**src/rtl/mcycle_ctrl_pkg.sv**
```systemverilog
// rtl/mcycle_ctrl_pkg.sv - state, op and result-select encodings for the MUL/DIV sequencer
package mcycle_ctrl_pkg;

  typedef enum logic [1:0] {
    ST_IDLE  = 2'd0,
    ST_BUSY  = 2'd1,
    ST_DONE  = 2'd2,
    ST_DRAIN = 2'd3
  } mc_state_t;

  // Op[1] selects divide, Op[0] selects the unsigned variant
  localparam logic [1:0] OP_MUL  = 2'b00;
  localparam logic [1:0] OP_MULU = 2'b01;
  localparam logic [1:0] OP_DIV  = 2'b10;
  localparam logic [1:0] OP_DIVU = 2'b11;

  localparam logic RESSEL_LO = 1'b0;
  localparam logic RESSEL_HI = 1'b1;

endpackage

```
**src/rtl/mcycle_ctrl_reuse_cache.sv**
```systemverilog
// rtl/mcycle_ctrl_reuse_cache.sv - last-completed operation tag compare and result store
module mcycle_ctrl_reuse_cache #(
  parameter int WIDTH = 32
) (
  input  logic             i_clk,
  input  logic             i_reset,
  input  logic             i_update,
  input  logic             i_clear,
  input  logic [1:0]       i_upd_op,
  input  logic [WIDTH-1:0] i_upd_operand1,
  input  logic [WIDTH-1:0] i_upd_operand2,
  input  logic [WIDTH-1:0] i_upd_result1,
  input  logic [WIDTH-1:0] i_upd_result2,
  input  logic [1:0]       i_lk_op,
  input  logic [WIDTH-1:0] i_lk_operand1,
  input  logic [WIDTH-1:0] i_lk_operand2,
  output logic             o_hit,
  output logic [WIDTH-1:0] o_result1,
  output logic [WIDTH-1:0] o_result2
);

  logic             r_valid;
  logic [1:0]       r_op;
  logic [WIDTH-1:0] r_operand1;
  logic [WIDTH-1:0] r_operand2;
  logic [WIDTH-1:0] r_result1;
  logic [WIDTH-1:0] r_result2;

  // Store the tag and both result halves of each completed op; a killed op invalidates the entry
  always_ff @(posedge i_clk) begin
    if (i_reset) begin
      r_valid    <= 1'b0;
      r_op       <= '0;
      r_operand1 <= '0;
      r_operand2 <= '0;
      r_result1  <= '0;
      r_result2  <= '0;
    end else if (i_clear) begin
      r_valid <= 1'b0;
    end else if (i_update) begin
      r_valid    <= 1'b1;
      r_op       <= i_upd_op;
      r_operand1 <= i_upd_operand1;
      r_operand2 <= i_upd_operand2;
      r_result1  <= i_upd_result1;
      r_result2  <= i_upd_result2;
    end
  end

  assign o_hit     = r_valid && (r_op == i_lk_op) && (r_operand1 == i_lk_operand1)
                     && (r_operand2 == i_lk_operand2);
  assign o_result1 = r_result1;
  assign o_result2 = r_result2;

endmodule

```
**src/rtl/mcycle_ctrl.sv**
```systemverilog
// rtl/mcycle_ctrl.sv - EX-stage MUL/DIV sequencer; optional result reuse under MCYCLE_REUSE_EN
module mcycle_ctrl
  import mcycle_ctrl_pkg::*;
#(
  parameter int WIDTH = 32
) (
  input  logic             i_clk,
  input  logic             i_reset,
  input  logic             i_start,
  input  logic [1:0]       i_op,
  input  logic             i_result_sel,
  input  logic [WIDTH-1:0] i_operand1,
  input  logic [WIDTH-1:0] i_operand2,
  input  logic             i_flush,
  input  logic             i_hold,
  input  logic             i_mc_done,
  input  logic [WIDTH-1:0] i_mc_result1,
  input  logic [WIDTH-1:0] i_mc_result2,
  output logic             o_mc_start,
  output logic [1:0]       o_mc_op,
  output logic [WIDTH-1:0] o_mc_operand1,
  output logic [WIDTH-1:0] o_mc_operand2,
  output logic             o_stall,
  output logic [WIDTH-1:0] o_result,
  output logic             o_result_valid
);

  mc_state_t        r_state;
  logic             r_mc_start;
  logic [1:0]       r_mc_op;
  logic [WIDTH-1:0] r_mc_operand1;
  logic [WIDTH-1:0] r_mc_operand2;
  logic             r_result_sel;
  logic [WIDTH-1:0] r_res1;
  logic [WIDTH-1:0] r_res2;

  logic             w_hit;
  logic [WIDTH-1:0] w_hit_r1;
  logic [WIDTH-1:0] w_hit_r2;
  logic             w_req;
  logic             w_reuse;
  logic             w_issue;

  // A live request in IDLE either reuses the stored result or goes to the unit
  assign w_req   = (r_state == ST_IDLE) && i_start && !i_flush;
  assign w_reuse = w_req && w_hit;
  assign w_issue = w_req && !w_hit;

`ifdef MCYCLE_REUSE_EN
  logic w_done_entry;
  logic w_drain_entry;

  assign w_done_entry  = (r_state == ST_BUSY) && i_mc_done && !i_flush;
  assign w_drain_entry = (r_state == ST_BUSY) && i_flush && !i_mc_done;

  mcycle_ctrl_reuse_cache #(.WIDTH(WIDTH)) u_reuse (
    .i_clk          (i_clk),
    .i_reset        (i_reset),
    .i_update       (w_done_entry),
    .i_clear        (w_drain_entry),
    .i_upd_op       (r_mc_op),
    .i_upd_operand1 (r_mc_operand1),
    .i_upd_operand2 (r_mc_operand2),
    .i_upd_result1  (i_mc_result1),
    .i_upd_result2  (i_mc_result2),
    .i_lk_op        (i_op),
    .i_lk_operand1  (i_operand1),
    .i_lk_operand2  (i_operand2),
    .o_hit          (w_hit),
    .o_result1      (w_hit_r1),
    .o_result2      (w_hit_r2)
  );
`else
  assign w_hit    = 1'b0;
  assign w_hit_r1 = '0;
  assign w_hit_r2 = '0;
`endif

  // Sequencer: issue one op at a time, wait for done, present result, drain killed ops
  always_ff @(posedge i_clk) begin
    if (i_reset) begin
      r_state       <= ST_IDLE;
      r_mc_start    <= 1'b0;
      r_mc_op       <= '0;
      r_mc_operand1 <= '0;
      r_mc_operand2 <= '0;
      r_result_sel  <= 1'b0;
      r_res1        <= '0;
      r_res2        <= '0;
    end else begin
      r_mc_start <= 1'b0;
      case (r_state)
        ST_IDLE: begin
          if (w_issue) begin
            r_mc_start    <= 1'b1;
            r_mc_op       <= i_op;
            r_mc_operand1 <= i_operand1;
            r_mc_operand2 <= i_operand2;
            r_result_sel  <= i_result_sel;
            r_state       <= ST_BUSY;
          end
        end
        ST_BUSY: begin
          if (i_mc_done && i_flush) begin
            r_state <= ST_IDLE;
          end else if (i_mc_done) begin
            r_res1  <= i_mc_result1;
            r_res2  <= i_mc_result2;
            r_state <= ST_DONE;
          end else if (i_flush) begin
            r_state <= ST_DRAIN;
          end
        end
        ST_DONE: begin
          if (i_flush || !i_hold) begin
            r_state <= ST_IDLE;
          end
        end
        ST_DRAIN: begin
          if (i_mc_done) begin
            r_state <= ST_IDLE;
          end
        end
        default: r_state <= ST_IDLE;
      endcase
    end
  end

  // Stall covers the issue cycle, the whole busy window, and a new op waiting out a drain
  always_comb begin
    o_stall = 1'b0;
    case (r_state)
      ST_IDLE:  o_stall = w_issue;
      ST_BUSY:  o_stall = !i_flush;
      ST_DONE:  o_stall = 1'b0;
      ST_DRAIN: o_stall = i_start && !i_flush;
      default:  o_stall = 1'b0;
    endcase
  end

  // Result is the selected half of the captured or reused pair, zero when not valid
  always_comb begin
    o_result_valid = 1'b0;
    o_result       = '0;
    if (r_state == ST_DONE) begin
      o_result_valid = 1'b1;
      o_result       = (r_result_sel == RESSEL_HI) ? r_res2 : r_res1;
    end else if (w_reuse) begin
      o_result_valid = 1'b1;
      o_result       = (i_result_sel == RESSEL_HI) ? w_hit_r2 : w_hit_r1;
    end
  end

  assign o_mc_start    = r_mc_start;
  assign o_mc_op       = r_mc_op;
  assign o_mc_operand1 = r_mc_operand1;
  assign o_mc_operand2 = r_mc_operand2;

endmodule

```
**config.mk**
```make
export PLATFORM = sky130hd
export DESIGN_NAME = mcycle_ctrl
export DESIGN_NICKNAME = d
export VERILOG_FILES = /design/src/rtl/mcycle_ctrl_pkg.sv /design/src/rtl/mcycle_ctrl_reuse_cache.sv /design/src/rtl/mcycle_ctrl.sv
export SDC_FILE = /design/constraint.sdc
export NUM_CORES = 1
export LEC_CHECK = 0
export CAP_MARGIN = 40
export CORE_UTILIZATION = 45
export CTS_BUF_LIST = sky130_fd_sc_hd__clkbuf_8
export CTS_CLUSTER_SIZE = 24
export DETAILED_ROUTE_END_ITERATION = 6
export PLACE_DENSITY = 0.86
export SETUP_SLACK_MARGIN = 0.05
export SYNTH_ARGS = -nofsm -noshare
export SYNTH_HDL_FRONTEND = slang
export SYNTH_SLANG_ARGS = --single-unit
```
**constraint.sdc**
```tcl
create_clock -name i_clk -period 4.4 [get_ports i_clk]
set_input_delay 0.44 -clock i_clk [delete_from_list [all_inputs] [get_ports i_clk]]
set_output_delay 0.44 -clock i_clk [all_outputs]
set_load 0.01 [all_outputs]
```
==> reports/metrics.cfg, run 1 <==
[grt]
grtUsageMet1 = 0.271
met3_usage = 0.0663
grt_pass1_vias = 4855
antenna_found_initial = 0
grt_max_degree = 93
grt_use_total = 0.247
grt.busiest_layer = met2
grt_pass1_wl_microns = 22500
use_met2 = 0.432
grt-ovfl-total = 0

[finish]
layout_common_cells = 263 x nand2_1, 236 x clkdlybuf4s50_1, 133 x a21oi_1, 133 x dfxtp_1, 34 x nor2_1
multi_input_area_sq_mm = 0.00222
nets = 1008
area_delta_synth_final_pct = 53.3
fill_cells = 821
utilization = 0.715
seq_area_sq_mm = 0.00268
final_cell_count_no_fill = 1020
antennaDiodeCount = 0
stdcell_area_sq_mm = 0.00786
drive_gt1_frac = 0.0443
final_common_cell = nand2_1

[drt]
via_per_inst = 5.00
routedWlPerCell_microns = 14.2
routed_wl_microns = 14500
drc = 0
via_count = 5100
ant_nets = 0
drtIter0Drc = 258
drt_pass1_iterations = 5

[timing]
rsz0062_at_grt = no
maxSlewHeadroom = 0.387
whs_ps = 455
skew_ps = 6.38
finalMaxSlewViolations = 0
setup_slack_ps = 1800
post-route-period-util = 0.590
setup_viol = 0
finalHoldViolCount = 0
period_minus_slack_ps = 2600
clock.fmax_mhz = 385
worst_pin_slew_ps = 920
fin_setup_tns_ps = 0

[worst_hold_path]
min_from = o_mc_operand2[27]
holdPathStages = 2
holdPathEnd = o_mc_operand2[27]
min_path_type = register to register

[synthesis]
yosysTopAreaCellShare = 0.523
syn_area_per_cell_sq_um = 7.77
ys_seq_area_frac = 0.523
yosys-top-cells-area = dfxtp_1 52%, nand2_1 19%, a21oi_1 13%
synth_nets = 797
synth_seq_cells = 134
ys_types = 21
yosysTopAreaCell = dfxtp_1
synth_area_sq_mm = 0.00513
ys.warnings.count = 0
synth_cells = 660

[clock_tree]
clock-sinks = 134
clockRootBuffer = clkbuf_8
cts_resized = 0
cts_buffers = 17
cts_tree = done
path_clk_slew_ps = 70
cts_hold_buf = 0
clock_path_buffers = 2
clk_latency_ps = 420
htree_levels = 4
cts_setup_buffers = 0

[power]
power.leakage_nw = 2.65
power_switching_mw = 0.576
p_clk_frac = 0.341
switching_share = 0.236
combPwrFrac = 0.134
pwr-share-seq = 0.525
p_int_mw = 1.86
peakVddDrop_uv = 150
p_per_area_mw_per_mm2 = 310
power.total_mw = 2.44

[critical_path]
slowest_delay_ps = 560
crit_path_max_fanout = 33
crit_path_end_kind = output pin
critPathTopFamily = buffers and inverters
worstReg2RegStart = r_state[1]
worstRegToRegCells = 4
cpMaxStageDelayCell = dfxtp_1
r2r_end = o_mc_operand1[3]
required_ps = 3960
cp.depth = 4
worstPathArrival_ps = 2160
path_cells = nand2b_1, buf_4, nor2_1, clkdlybuf4s50_1
path_class = register to output pin
start_kind = register
cp_num_buf_inv = 2
rrSetupSlack_ps = 2260

[die]
coreArea_sq_mm = 0.0110
die_area_sq_mm = 0.0118
die_y_microns = 109
io_pins = 238
die_w_microns = 109
start_util = 0.467
rows = 38

[placed_design]
post-place-ws_ps = 1650
dp_cells = 992
gp_congestion = 0.783
placed_cell_area_sq_mm = 0.00754
io_buffers = 237
dp_hpwl_microns = 10200

[flow_run]
drv_cap = 0

[status]
status = finished, final reports clean

==> sequential cells by signal, indices dropped and copies added (netlist names) <==
name / cells
o_mc_operand2: 32
r_state: 2
o_mc_operand1: 32
o_mc_op: 2
o_mc_start: 1
r_res2: 32
r_res1: 32
r_result_sel: 1
==> synth_stat cells, drive strengths merged <==
cell type  instances
nor4b              1
clkbuf            32
or4b               1
nor4bb             1
mux2i             32
o211ai             1
a21oi            133
inv                2
dfxtp            134
nand2b             1
buf               21
nand2            263
o21bai             1
nor2              34
a31oi              1
nand4bb            1
nand3b             1
==> area by class of cell <==
cell class / count / area share
inverters: 2 / 0.000955
clock inverters: 8 / 0.00494
well taps: 140 / 0.0223
clock buffers: 20 / 0.0350
repair buffers: 245 / 0.312
flip-flops and latches: 134 / 0.342
multi-input cells: 471 / 0.283
==> cells by family (layout without fill, tap and decap cells) <==
| group | after synthesis | count (layout) | synth area share |
|---|---|---|---|
| DFF | 134 | 134 | 0.523 |
| buffers and inverters | 55 | 275 | 0.0510 |
| muxes | 32 | 32 | 0.0625 |
| AOI/OAI and AO/OA | 136 | 136 | 0.134 |
| and+or+nand+nor | 303 | 303 | 0.229 |
==> worst max-delay path by stage <==
stage                          start  slack, ps                 to
after CTS                 r_state[0]       1770       o_result[31]
after global routing      r_state[0]       1630       o_result[31]
after floorplan           r_state[0]       2870       o_result[10]
after detailed placement     i_flush       1650   o_mc_operand1[0]
final                     r_state[0]       1800       o_result[31]
after global placement       i_flush       1730  o_mc_operand1[14]
==> worst register-to-register path: stages, from the launching register on <==
cell and delay (ps):
dfxtp_1 410, or4b_2 990, buf_4 380, nand2_1 140, a21oi_1 70
==> power groups by stage <==
stage          Sequential, mW  Clock [mW]  Combinational (mW)
6_report                 1.28       0.830               0.327
5_1_grt                  1.28       0.913               0.353
4_1_cts                  1.28       0.851               0.329
3_5_place_dp             1.31           0               0.327
3_3_place_gp             1.31           0               0.316
2_1_floorplan            1.31           0               0.112
==> routing by layer <==
layer | part of all wire | vias to the layer above
li1 | - | 2543
met1 | 0.39 | 2350
met2 | 0.51 | 177
met3 | 0.064 | 30
met4 | 0.027 | 0
met5 | 0 | -
Note: power is estimated with default switching activity, not from simulation.
==> run 2: changes to the inputs <==
- CORE_UTILIZATION: 45 -> 43
- PLACE_DENSITY: 0.86 -> 0.83
- clock period: 4.4 -> 2.47 ns (I/O delays scaled with it)
==> reports/metrics.cfg, run 2 (same netlist as run 1, synthesis figures left out) <==
[finish]
antennaDiodeCount = 0  ; unchanged
nets = 1012  ; was 1008
final_common_cell = nand2_1  ; unchanged
area_delta_synth_final_pct = 56.0  ; was 53.3%
layout_common_cells = 263 x nand2_1, 236 x clkdlybuf4s50_1, 133 x a21oi_1, 133 x dfxtp_1, 34 x nor2_1  ; unchanged
stdcell_area_sq_mm = 0.00800  ; was 0.00786 sq mm
final_cell_count_no_fill = 1031  ; was 1020
drive_gt1_frac = 0.0552  ; was 0.0443

[clock_tree]
clockRootBuffer = clkbuf_8  ; unchanged
cts_hold_buf = 0  ; unchanged
clock-sinks = 134  ; unchanged
cts_setup_buffers = 0  ; unchanged
clock_path_buffers = 2  ; unchanged
cts_tree = done  ; unchanged
path_clk_slew_ps = 70  ; about the same
cts_resized = 0  ; unchanged
htree_levels = 4  ; unchanged
cts_buffers = 17  ; unchanged
clk_latency_ps = 420  ; about the same

[timing]
clock.fmax_mhz = 440
worst_pin_slew_ps = 529  ; was 920 ps
finalMaxSlewViolations = 0  ; unchanged
rsz0062_at_grt = no  ; unchanged
finalHoldViolCount = 0  ; unchanged
period_minus_slack_ps = 2270
skew_ps = 7.00  ; was 6.38 ps
maxSlewHeadroom = 0.647  ; was 0.387
post-route-period-util = 0.920
fin_setup_tns_ps = 0  ; unchanged
setup_viol = 0  ; unchanged

[die]
rows = 39  ; was 38
die_y_microns = 111  ; was 109 microns
io_pins = 238  ; unchanged
die_w_microns = 111  ; was 109 microns
start_util = 0.445  ; was 0.467
die_area_sq_mm = 0.0124  ; was 0.0118 sq mm
coreArea_sq_mm = 0.0115  ; was 0.0110 sq mm

[drt]
routedWlPerCell_microns = 14.1  ; was 14.2 microns
via_count = 5032  ; was 5100
ant_nets = 0  ; unchanged
drc = 34  ; was 0
via_per_inst = 4.88  ; was 5.00
drtIter0Drc = 328  ; was 258
drt_pass1_iterations = 7  ; was 5
routed_wl_microns = 14500  ; about the same

[critical_path]
worstPathArrival_ps = 2030  ; was 2160 ps
critPathTopFamily = buffers and inverters  ; unchanged
cp_num_buf_inv = 3  ; was 2
rrSetupSlack_ps = 760  ; was 2260 ps
path_class = register to output pin  ; unchanged
crit_path_end_kind = output pin  ; unchanged
cpMaxStageDelayCell = dfxtp_1  ; unchanged
worstRegToRegCells = 4  ; unchanged
slowest_delay_ps = 570  ; was 560 ps
start_kind = register  ; unchanged
crit_path_max_fanout = 33  ; unchanged
path_cells = nand2b_1, buf_12, inv_1, clkdlybuf4s50_1  ; was nand2b_1, buf_4, nor2_1, clkdlybuf4s50_1
r2r_end = o_mc_operand2[27]  ; was o_mc_operand1[3]
required_ps = 2220  ; was 3960 ps
worstReg2RegStart = r_state[0]  ; was r_state[1]

[placed_design]
dp_hpwl_microns = 9770  ; was 10200 microns
gp_congestion = 0.782  ; was 0.783
dp_cells = 999  ; was 992
placed_cell_area_sq_mm = 0.00763  ; was 0.00754 sq mm
io_buffers = 237  ; unchanged

[grt]
use_met2 = 0.389  ; was 0.432
grt_max_degree = 69  ; was 93
grtUsageMet1 = 0.291  ; was 0.271
antenna_found_initial = 0  ; unchanged
met3_usage = 0.0634  ; was 0.0663
grt_pass1_vias = 4756  ; was 4855
grt.busiest_layer = met2  ; unchanged
grt-ovfl-total = 0  ; unchanged
grt_use_total = 0.237  ; was 0.247
grt_pass1_wl_microns = 23500  ; was 22500 microns

[power]
p_per_area_mw_per_mm2 = 569  ; was 310 mW/mm^2
peakVddDrop_uv = 294  ; was 150 uV
power.leakage_nw = 2.69  ; was 2.65 nW

[worst_hold_path]
holdPathEnd = o_mc_operand2[1]  ; was o_mc_operand2[27]
min_from = i_reset  ; was o_mc_operand2[27]
min_path_type = primary input to register  ; was register to register
holdPathStages = 2  ; unchanged

[flow_run]
drv_cap = 0  ; unchanged

[status]
violations = design-rule violations
status = complete, but fails checks  ; was finished, final reports clean

run 2: power by group:
part | switching [mW] | internal, mW | total, mW
combinational | 0.239 | 0.360 | 0.598
clock | 0.840 | 0.839 | 1.68
sequential | 0.0419 | 2.23 | 2.27
run 2: cell type report:
class	count	area, sq um
inverters	2	7.51
repair buffers	249	2530
fillers	959	3520
flip-flops and latches	134	2680
clock inverters	13	109
clock buffers	19	262
well taps	143	179
multi-input cells	471	2220
run 2: per-stage QoR:
step	setup WS, ps	util	power [mW]	hold slack (ps)
global placement	534	0.662	2.91	440
floorplan	945	-	2.54	383
detailed placement	490	0.662	2.92	445
CTS	162	0.694	4.59	285
global route	94.0	0.694	4.77	301
finish	198	0.694	4.55	301
run 2: routing by layer:
layer | vias to the layer above | part of all wire | wire length, microns
met4 | 0 | 0.017 | 244
met2 | 160 | 0.49 | 7040
met3 | 17 | 0.074 | 1070
met1 | 2296 | 0.42 | 6140
met5 | - | 0 | 0
li1 | 2559 | - | -
run 2: worst max-delay path by stage:
| stage | startpoint | to | slack [ps] | depth (start not counted) |
|---|---|---|---|---|
| after global placement | i_start | o_mc_operand2[1] | 530 | 5 |
| after detailed placement | i_start | o_mc_operand1[26] | 490 | 5 |
| after CTS | r_state[0] | o_result_valid | 160 | 4 |
| after floorplan | r_state[0] | o_mc_operand2[10] | 950 | 7 |
| after global routing | r_state[1] | o_result[19] | 90 | 4 |
| final | r_state[0] | o_result_valid | 200 | 4 |
==> run 3: changes to the inputs <==
- CORE_ASPECT_RATIO: not set -> 0.5
- SLEW_MARGIN: not set -> 10
==> reports/metrics.cfg, run 3 (same netlist as run 1, synthesis figures left out) <==
[status]
status = finished, final reports clean  ; was complete, but fails checks

[power]
switching_share = 0.227  ; was 0.246
power.leakage_nw = 2.73  ; was 2.69 nW
p_per_area_mw_per_mm2 = 609  ; was 569 mW/mm^2
peakVddDrop_uv = 319  ; was 294 uV
power_switching_mw = 1.12  ; about the same
p_clk_frac = 0.416  ; was 0.369
combPwrFrac = 0.121  ; was 0.131
pwr-share-seq = 0.462  ; was 0.499
p_int_mw = 3.79  ; was 3.43 mW

[critical_path]
critPathTopFamily = buffers and inverters  ; unchanged
path_cells = nand2b_1, buf_6, nor2_1, clkdlybuf4s50_1  ; was nand2b_1, buf_12, inv_1, clkdlybuf4s50_1
path_class = register to output pin  ; unchanged
worstRegToRegCells = 4  ; unchanged
worstPathArrival_ps = 1960  ; was 2030 ps
start_kind = register  ; unchanged
crit_path_end_kind = output pin  ; unchanged
worstReg2RegStart = r_state[1]  ; was r_state[0]
slowest_delay_ps = 560  ; was 570 ps
required_ps = 2220  ; about the same
cp_num_buf_inv = 2  ; was 3
crit_path_max_fanout = 33  ; unchanged
cpMaxStageDelayCell = clkdlybuf4s50_1  ; was dfxtp_1
r2r_end = o_mc_operand1[0]  ; was o_mc_operand2[27]
rrSetupSlack_ps = 620  ; was 760 ps

[timing]
setup_viol = 0  ; unchanged
finalHoldViolCount = 0  ; unchanged
rsz0062_at_grt = no  ; unchanged
skew_ps = 8.47  ; was 7.00 ps
clock.fmax_mhz = 453  ; was 440 MHz
fin_setup_tns_ps = 0  ; unchanged
finalMaxSlewViolations = 0  ; unchanged
post-route-period-util = 0.894  ; was 0.920
maxSlewHeadroom = 0.647  ; about the same
period_minus_slack_ps = 2210  ; was 2270 ps
whs_ps = 292  ; was 301 ps
worst_pin_slew_ps = 530  ; was 529 ps

[drt]
routed_wl_microns = 14800  ; was 14500 microns
drc = 0  ; was 34
via_per_inst = 4.90  ; was 4.88
drt_pass1_iterations = 5  ; was 7
routedWlPerCell_microns = 14.1  ; about the same
drtIter0Drc = 321  ; was 328
via_count = 5130  ; was 5032
ant_nets = 0  ; unchanged

[grt]
antenna_found_initial = 0  ; unchanged
grt-ovfl-total = 0  ; unchanged
grt_pass1_vias = 4994  ; was 4756
grt_pass1_wl_microns = 23300  ; was 23500 microns
grt_max_degree = 86  ; was 69
grt_use_total = 0.239  ; was 0.237

[clock_tree]
cts_tree = done  ; unchanged
clock-sinks = 134  ; unchanged
clk_latency_ps = 430  ; was 420 ps
path_clk_slew_ps = 80  ; was 70 ps
htree_levels = 4  ; unchanged
cts_hold_buf = 0  ; unchanged
cts_buffers = 17  ; unchanged
cts_setup_buffers = 0  ; unchanged
cts_resized = 1  ; was 0
clock_path_buffers = 2  ; unchanged
clockRootBuffer = clkbuf_8  ; unchanged

[finish]
final_cell_count_no_fill = 1047  ; was 1031
final_common_cell = nand2_1  ; unchanged
nets = 1012  ; unchanged
area_delta_synth_final_pct = 57.3  ; was 56.0%
drive_gt1_frac = 0.0586  ; was 0.0552
layout_common_cells = 263 x nand2_1, 236 x clkdlybuf4s50_1, 133 x a21oi_1  ; was 263 x nand2_1, 236 x clkdlybuf4s50_1, 133 x a21oi_1, 133 x dfxtp_1, 34 x nor2_1
antennaDiodeCount = 0  ; unchanged

[die]
die_area_sq_mm = 0.0124  ; about the same
coreArea_sq_mm = 0.0113  ; was 0.0115 sq mm
rows = 27  ; was 39
io_pins = 238  ; unchanged
die_w_microns = 156  ; was 111 microns
start_util = 0.454  ; was 0.445
die_y_microns = 79.2  ; was 111 microns

[placed_design]
dp_cells = 1015  ; was 999
io_buffers = 237  ; unchanged
gp_congestion = 0.815  ; was 0.782
dp_hpwl_microns = 9920  ; was 9770 microns

[flow_run]
drv_cap = 0  ; unchanged

[worst_hold_path]
min_from = i_reset  ; unchanged
holdPathStages = 2  ; unchanged
holdPathEnd = r_res2[26]  ; was o_mc_operand2[1]
min_path_type = primary input to register  ; unchanged

## run 3: per-layer routing
metal	up-vias	share of wire	track usage
li1	2556	-	-
met3	38	0.038	0.0491
met4	0	0.033	0.128
met5	-	0	0
met2	137	0.52	0.443
met1	2399	0.41	0.260
## run 3: worst max path at each step
stage	from	endpoint	slack (ps)	depth (start not counted)
detailed placement	i_start	o_mc_operand1[0]	300	5
finish	r_state[0]	o_result[19]	260	4
global placement	i_start	o_mc_operand1[10]	340	5
CTS	r_state[0]	o_result[19]	120	4
floorplan	r_state[0]	o_mc_operand2[10]	950	7
global route	r_state[0]	o_result[22]	190	4
## run 3: stage by stage
step                setup slack [ps]  instance area [sq um]   util  total power [mW]
finish                           262                   8070  0.715              4.91
global route                     186                   8070  0.715              5.10
CTS                              123                   8060  0.715              4.95
detailed placement               297                   7600  0.673              2.91
global placement                 344                   7600  0.673              2.90
floorplan                        945                   5130      -              2.54
## run 3: area by class of cell
type,count,area (sq um)
fillers,895,3220
flip-flops and latches,134,2690
clock buffers,21,289
inverters,2,7.51
well taps,159,199
multi-input cells,471,2210
clock inverters,11,171
repair buffers,249,2500
## run 3: power by group through the flow
stage,combinational (mW),clock (mW),sequential (mW)
after floorplan,0.199,0,2.34
after global placement,0.587,0,2.31
after detailed placement,0.594,0,2.32
after CTS,0.600,2.08,2.27
after global routing,0.643,2.18,2.28
final,0.596,2.04,2.27
==> variant 1, RTL diff (config.mk and constraints of run 3) <==
Set the parameter `WIDTH` to 28 (it was 32).
--- a/src/rtl/mcycle_ctrl.sv
+++ b/src/rtl/mcycle_ctrl.sv
@@ -3,5 +3,5 @@
   import mcycle_ctrl_pkg::*;
 #(
-  parameter int WIDTH = 32
+  parameter int WIDTH = 28
 ) (
   input  logic             i_clk,
Ports: changed (7 resized); port bits go from 238 to 210. No check against the original RTL was run, so the function may have changed too.
==> variant 1 against run 3 <==
  * Total power decreased by 7.1%
  * Area after synthesis decreased by 11%
  * Sequential cell count decreased by 16
  * Design area decreased by 11%
  * Clock power about the same
  * Hold slack improved by 0.0076 ns
  * Wire length decreased by 15%
  * Critical path depth unchanged
  * Worst setup slack got worse by 0.021 ns
  * Die area decreased by 11%
==> variant 1: results (changes against run 3) <==
r2r_end: "r_result_sel"
drive_above_1_share: 0.05987  # +0.001314
synthesis.yosys.warnings: 0  # unchanged
final_replace_weighted_congestion: 0.7820  # -4.1%
worst_hold_path.endpoint: "o_mc_operand1[18]"
ir_drop_mv: 0.4489  # +41%
total_leakage_power_nw: 2.420  # -11%
drtPass1Iterations: 4  # -1
grt_pass1_vias: 4080  # -18%
synth.area.top_cells: "sky130_fd_sc_hd__dfxtp_1 (52%), sky130_fd_sc_hd__nand2_1 (19%), sky130_fd_sc_hd__a21oi_1 (13%), sky130_fd_sc_hd__mux2i_1 (6.2%), sky130_fd_sc_hd__nor2_1 (2.5%)"
cp_slowest_stage_delay_ns: 0.51  # -0.05 ns
grt_antenna_before_repair: 0  # unchanged
min_path_type: "in -> reg"
clockRootBuffer: "sky130_fd_sc_hd__clkbuf_8"
clockBufferDepth: 2  # unchanged
reg2reg_setup_slack_ns: 0.76  # +0.14 ns
cts_buffer_count: 17  # unchanged
max_slew.worst_pin.slew_ns: 0.5027  # -0.02744 ns
timing.critical_path.slowest_stage_cell: "sky130_fd_sc_hd__dfxtp_1"
clkTransAtPathRegs_ns: 0.07
yosys-top-cells-count: "sky130_fd_sc_hd__nand2_1 (231), sky130_fd_sc_hd__dfxtp_1 (118), sky130_fd_sc_hd__a21oi_1 (117), sky130_fd_sc_hd__nor2_1 (30), sky130_fd_sc_hd__mux2i_1 (28)"
holdCritStartpoint: "i_reset"
synthesized_area_per_cell_um2: 7.833  # +0.85%
design.final.nets: 893  # -12%
htree_num_levels: 4  # unchanged
postSynthNetCount: 701  # -12%
place.detailed.hpwl_um: 8278  # -17%
grt_first_pass_wirelength_um: 19330  # -17%
run_status: "finished clean"
vias: 4501  # -12%
synth.yosys.seq_area_share: 0.5200  # -0.003343
total_of_buffers_placed_on_input_and_output_ports: 209  # -12%
detail_route.wl_per_cell_um: 13.61  # -3.6%
grt_max_degree: 74  # -14%
r2r.worst_path.cells: 4  # unchanged
synth-async-reset-ratio: 0  # unchanged
r2r-start: "r_state[0]"
clock_latency_ns: 0.41  # -0.02 ns
yosys.cell_types.count: 19  # -9.5%
cts_setup_buffers: 0  # unchanged
worstHoldPathCells: 2  # unchanged
cp_data_arrival_time_ns: 1.98  # +0.02 ns
number_of_diodes_added_for_antenna_fixing: 0  # unchanged
viasPerCell: 4.866  # -0.69%
track_usage: 0.2240  # -0.01538
drc: 0  # unchanged
timing.critical_path.fanout_max: 29  # -12%
detail_route.iter0.violations: 235  # -27%
skew_ns: 0.01115  # +0.002676 ns
timing.critical_path.max_delay_family: "buffers and inverters"
layout.filler_cells: 864  # -3.5%
variant 1: layer usage:
layer / vias up / track usage / wire length (um)
li1: 2263 / - / -
met1: 2124 / 0.2608 / 5432
met3: 10 / 0.07152 / 602
met2: 104 / 0.4015 / 6405
met4: 0 / 0.07446 / 150
met5: - / 0 / 0
variant 1: logic make-up after synthesis:
| family | count (synthesis) | synth area share |
|---|---|---|
| AND/OR/NAND/NOR | 267 | 0.2294 |
| AO/OA/AOI/OAI | 120 | 0.1336 |
| flip-flops | 118 | 0.5200 |
| buffers and inverters | 47 | 0.05536 |
| multiplexers | 28 | 0.06169 |
variant 1: stage by stage:
step	area, um^2	util	hold slack [ns]	power [mW]	setup WS, ns
after detailed placement	6696	0.6535	0.4458	2.563	0.4218
after global routing	7164	0.6991	0.2975	4.739	0.1076
final	7164	0.6991	0.2992	4.561	0.2410
after CTS	7161	0.6988	0.2771	4.598	0.1222
after floorplan	4543	-	0.3830	2.238	1.014
after global placement	6696	0.6535	0.4411	2.555	0.4796
variant 1: worst max-delay path by stage:
stage / from / to
floorplan: r_state[0] / o_result[10]
global placement: i_flush / o_mc_operand1[21]
detailed placement: i_flush / o_mc_op[1]
CTS: r_state[0] / o_result_valid
global route: r_state[0] / o_result_valid
finish: r_state[0] / o_result_valid
variant 1: power by group:
| group | total (mW) | switching (mW) | leakage, nW | internal [mW] |
|---|---|---|---|---|
| Combinational | 0.524 | 0.213 | 1.24 | 0.311 |
| Sequential | 2.00 | 0.0330 | 0.958 | 1.96 |
| Clock | 2.04 | 0.789 | 0.220 | 1.25 |
variant 1: worst register-to-register path: stages, from the launching register on:
cell and delay, ns:
sky130_fd_sc_hd__dfxtp_1 0.40, sky130_fd_sc_hd__or4b_2 0.69, sky130_fd_sc_hd__buf_4 0.27, sky130_fd_sc_hd__nand2_1 0.14, sky130_fd_sc_hd__a21oi_1 0.07
variant 1: final cells by class:
class / count / share of cell area
clock buffers: 19 / 0.03650
clock inverters: 13 / 0.02829
inverters: 2 / 0.001048
multi-input cells: 415 / 0.2712
flip-flops and latches: 118 / 0.3299
well taps: 140 / 0.02445
repair buffers: 218 / 0.3086
variant 1: timing repair:
| item | 4_1_cts | 5_1_grt |
|---|---|---|
| endpoints found under the setup margin | 0 | 1 |
| gates resized for setup | 0 | 1 |
| hold buffers | 0 | 0 |
| hold endpoints to repair | 0 | 0 |
==> variant 2, RTL diff (flow settings as in run 3) <==
Made on the original files. The 4 states of `mc_state_t` get a one-hot encoding in 4 bits.
--- a/src/rtl/mcycle_ctrl_pkg.sv
+++ b/src/rtl/mcycle_ctrl_pkg.sv
@@ -2,9 +2,9 @@
 package mcycle_ctrl_pkg;
 
-  typedef enum logic [1:0] {
-    ST_IDLE  = 2'd0,
-    ST_BUSY  = 2'd1,
-    ST_DONE  = 2'd2,
-    ST_DRAIN = 2'd3
+  typedef enum logic [3:0] {
+    ST_IDLE  = 4'b0001,
+    ST_BUSY  = 4'b0010,
+    ST_DONE  = 4'b0100,
+    ST_DRAIN = 4'b1000
   } mc_state_t;
 
Formal check against the unedited RTL: same outputs for any inputs over 4 cycles, from zero or initial values and one cycle with i_reset high; so few cycles prove little.
==> variant 2 against run 3 <==
  * Synthesized cell count increased by 3.6%
  * Design area increased by 0.92%
  * Worst setup slack got worse by 0.0048 ns
  * Global-route usage decreased by 0.77 points
  * Total power decreased by 2.8%
  * Wire length increased by 0.10%
  * Register-to-register slack got worse by 0.25 ns
  * Area after synthesis increased by 2.1%
  * First-iteration DRC count decreased by 16%
  * Sequential cell count increased by 2
  * Combinational power decreased by 1%
  * Core utilization decreased by 2.7 points
  * Critical path type unchanged
==> variant 2: results (changes against run 3) <==
total_leakage_power_nw: 2.968  # +8.9%
max-slew-margin-rel: 0.5280  # -0.1186
synth_flop_cell: "sky130_fd_sc_hd__dfxtp_1"
grt_antenna_before_repair: 0  # unchanged
cts_buffer_count: 17  # unchanged
grt_pass1_vias: 4826  # -3.4%
gr_util_met3: 0.05755  # +0.008420
place.detailed.hpwl_um: 10100  # +1.8%
skew_ns: 0.01261  # +0.004142 ns
detail_route.iter0.violations: 271  # -16%
postSynthNetCount: 821  # +3.0%
run_status: "finished clean"
design.final.nets: 1035  # +2.3%
grt.met1_usage: 0.2737  # +0.01358
timing.critical_path.fanout_max: 9  # -73%
synthesis.yosys.warnings: 0  # unchanged
yosys.cell_types.count: 26  # +24%
final_replace_weighted_congestion: 0.8547  # +4.8%
grt_first_pass_wirelength_um: 22990  # -1.5%
grtUsageMet2: 0.4075  # -0.03537
finalMaxSlewViolations: 0  # unchanged
layout.filler_cells: 973  # +8.7%
setup_viol: 0  # unchanged
post_dp_cell_area_um2: 7737  # +1.8%
track_usage: 0.2317  # -0.007684
drive_above_1_share: 0.05708  # -0.001478
yosys-top-cells-count: "sky130_fd_sc_hd__nand2_1 (265), sky130_fd_sc_hd__dfxtp_1 (136), sky130_fd_sc_hd__a21oi_1 (135), sky130_fd_sc_hd__clkbuf_1 (48), sky130_fd_sc_hd__nor2_1 (38)"
grt_max_degree: 66  # -23%
synth.area.top_cells: "sky130_fd_sc_hd__dfxtp_1 (52%), sky130_fd_sc_hd__nand2_1 (19%), sky130_fd_sc_hd__a21oi_1 (13%), sky130_fd_sc_hd__mux2i_1 (6.3%), sky130_fd_sc_hd__clkbuf_1 (3.4%)"
viasPerCell: 4.841  # -1.2%
timing.critical_path.slowest_stage_cell: "sky130_fd_sc_hd__clkdlybuf4s50_1"
number_of_diodes_added_for_antenna_fixing: 0  # unchanged
p_switching_mw: 1.165  # +4.4%
synth.yosys.seq_area_share: 0.5200  # -0.003358
detail_route.wl_per_cell_um: 13.75  # -2.6%
cp_slowest_stage_delay_ns: 0.56  # about the same
drtPass1Iterations: 4  # -1
clockRootBuffer: "sky130_fd_sc_hd__clkbuf_8"
ir_drop_mv: 0.3614  # +13%
total_of_buffers_placed_on_input_and_output_ports: 237  # unchanged
==> variant 2: cell type report <==
type                            instances  area, um^2  area share
Timing Repair Buffer                  249        2482      0.3050
Multi-Input combinational cell        493        2310      0.2838
Clock inverter                         15       176.4     0.02168
Tap cell                              165       206.4     0.02537
Inverter                                1       3.754   0.0004612
Clock buffer                           17       234.0     0.02875
Sequential cell                       136        2726      0.3350
==> variant 2: cell families (layout without fill, tap and decap cells) <==
family / count (synthesis) / count (layout) / synth area share
and+or+nand+nor: 321 / 321 / 0.2409
AOI/OAI and AO/OA: 139 / 139 / 0.1350
DFF: 136 / 136 / 0.5200
buffers and inverters: 55 / 282 / 0.04110
muxes: 33 / 33 / 0.06308
==> variant 2: layer usage <==
layer | vias to the layer above | wire length, um
met1 | 2414 | 6303
met2 | 134 | 7479
met5 | - | 0
met3 | 20 | 800
li1 | 2641 | -
met4 | 0 | 208
==> variant 2: worst paths after layout <==
kind                     startpoint                 to  slack, ns  depth (start not counted)
hold reg to reg   o_mc_operand2[24]  o_mc_operand2[24]       0.45                          2
hold / removal              i_reset          r_res1[4]       0.36                          2
setup reg to reg         r_state[3]         r_state[0]       0.37                          5
setup / recovery         r_state[0]            o_stall       0.26                          5
==> variant 2: power groups by stage <==
stage | Sequential [mW] | Combinational, mW | Clock (mW)
3_5_place_dp | 2.34 | 0.588 | 0
4_1_cts | 2.29 | 0.592 | 1.95
2_1_floorplan | 2.36 | 0.184 | 0
5_1_grt | 2.29 | 0.635 | 2.05
6_report | 2.29 | 0.589 | 1.90
3_3_place_gp | 2.33 | 0.581 | 0
==> variant 2: repair_timing <==
item	CTS	global route
resized for setup	31	6
endpoints found under the setup margin	33	6
hold buffers	0	0
gates cloned	0	0
==> variant 2: metrics by stage <==
| step | instances | hold slack, ns | power, mW | utilization | worst slack (ns) |
|---|---|---|---|---|---|
| after detailed placement | 1044 | 0.4457 | 2.927 | 0.6534 | 0.2981 |
| final | 1076 | 0.3625 | 4.774 | 0.6873 | 0.2572 |
| after global routing | 1076 | 0.3437 | 4.976 | 0.6873 | 0.1084 |
| after global placement | 1044 | 0.4407 | 2.916 | 0.6534 | 0.3421 |
| after CTS | 1076 | 0.3398 | 4.825 | 0.6861 | 0.03004 |
| after floorplan | 684 | 0.3830 | 2.544 | - | 0.4642 |
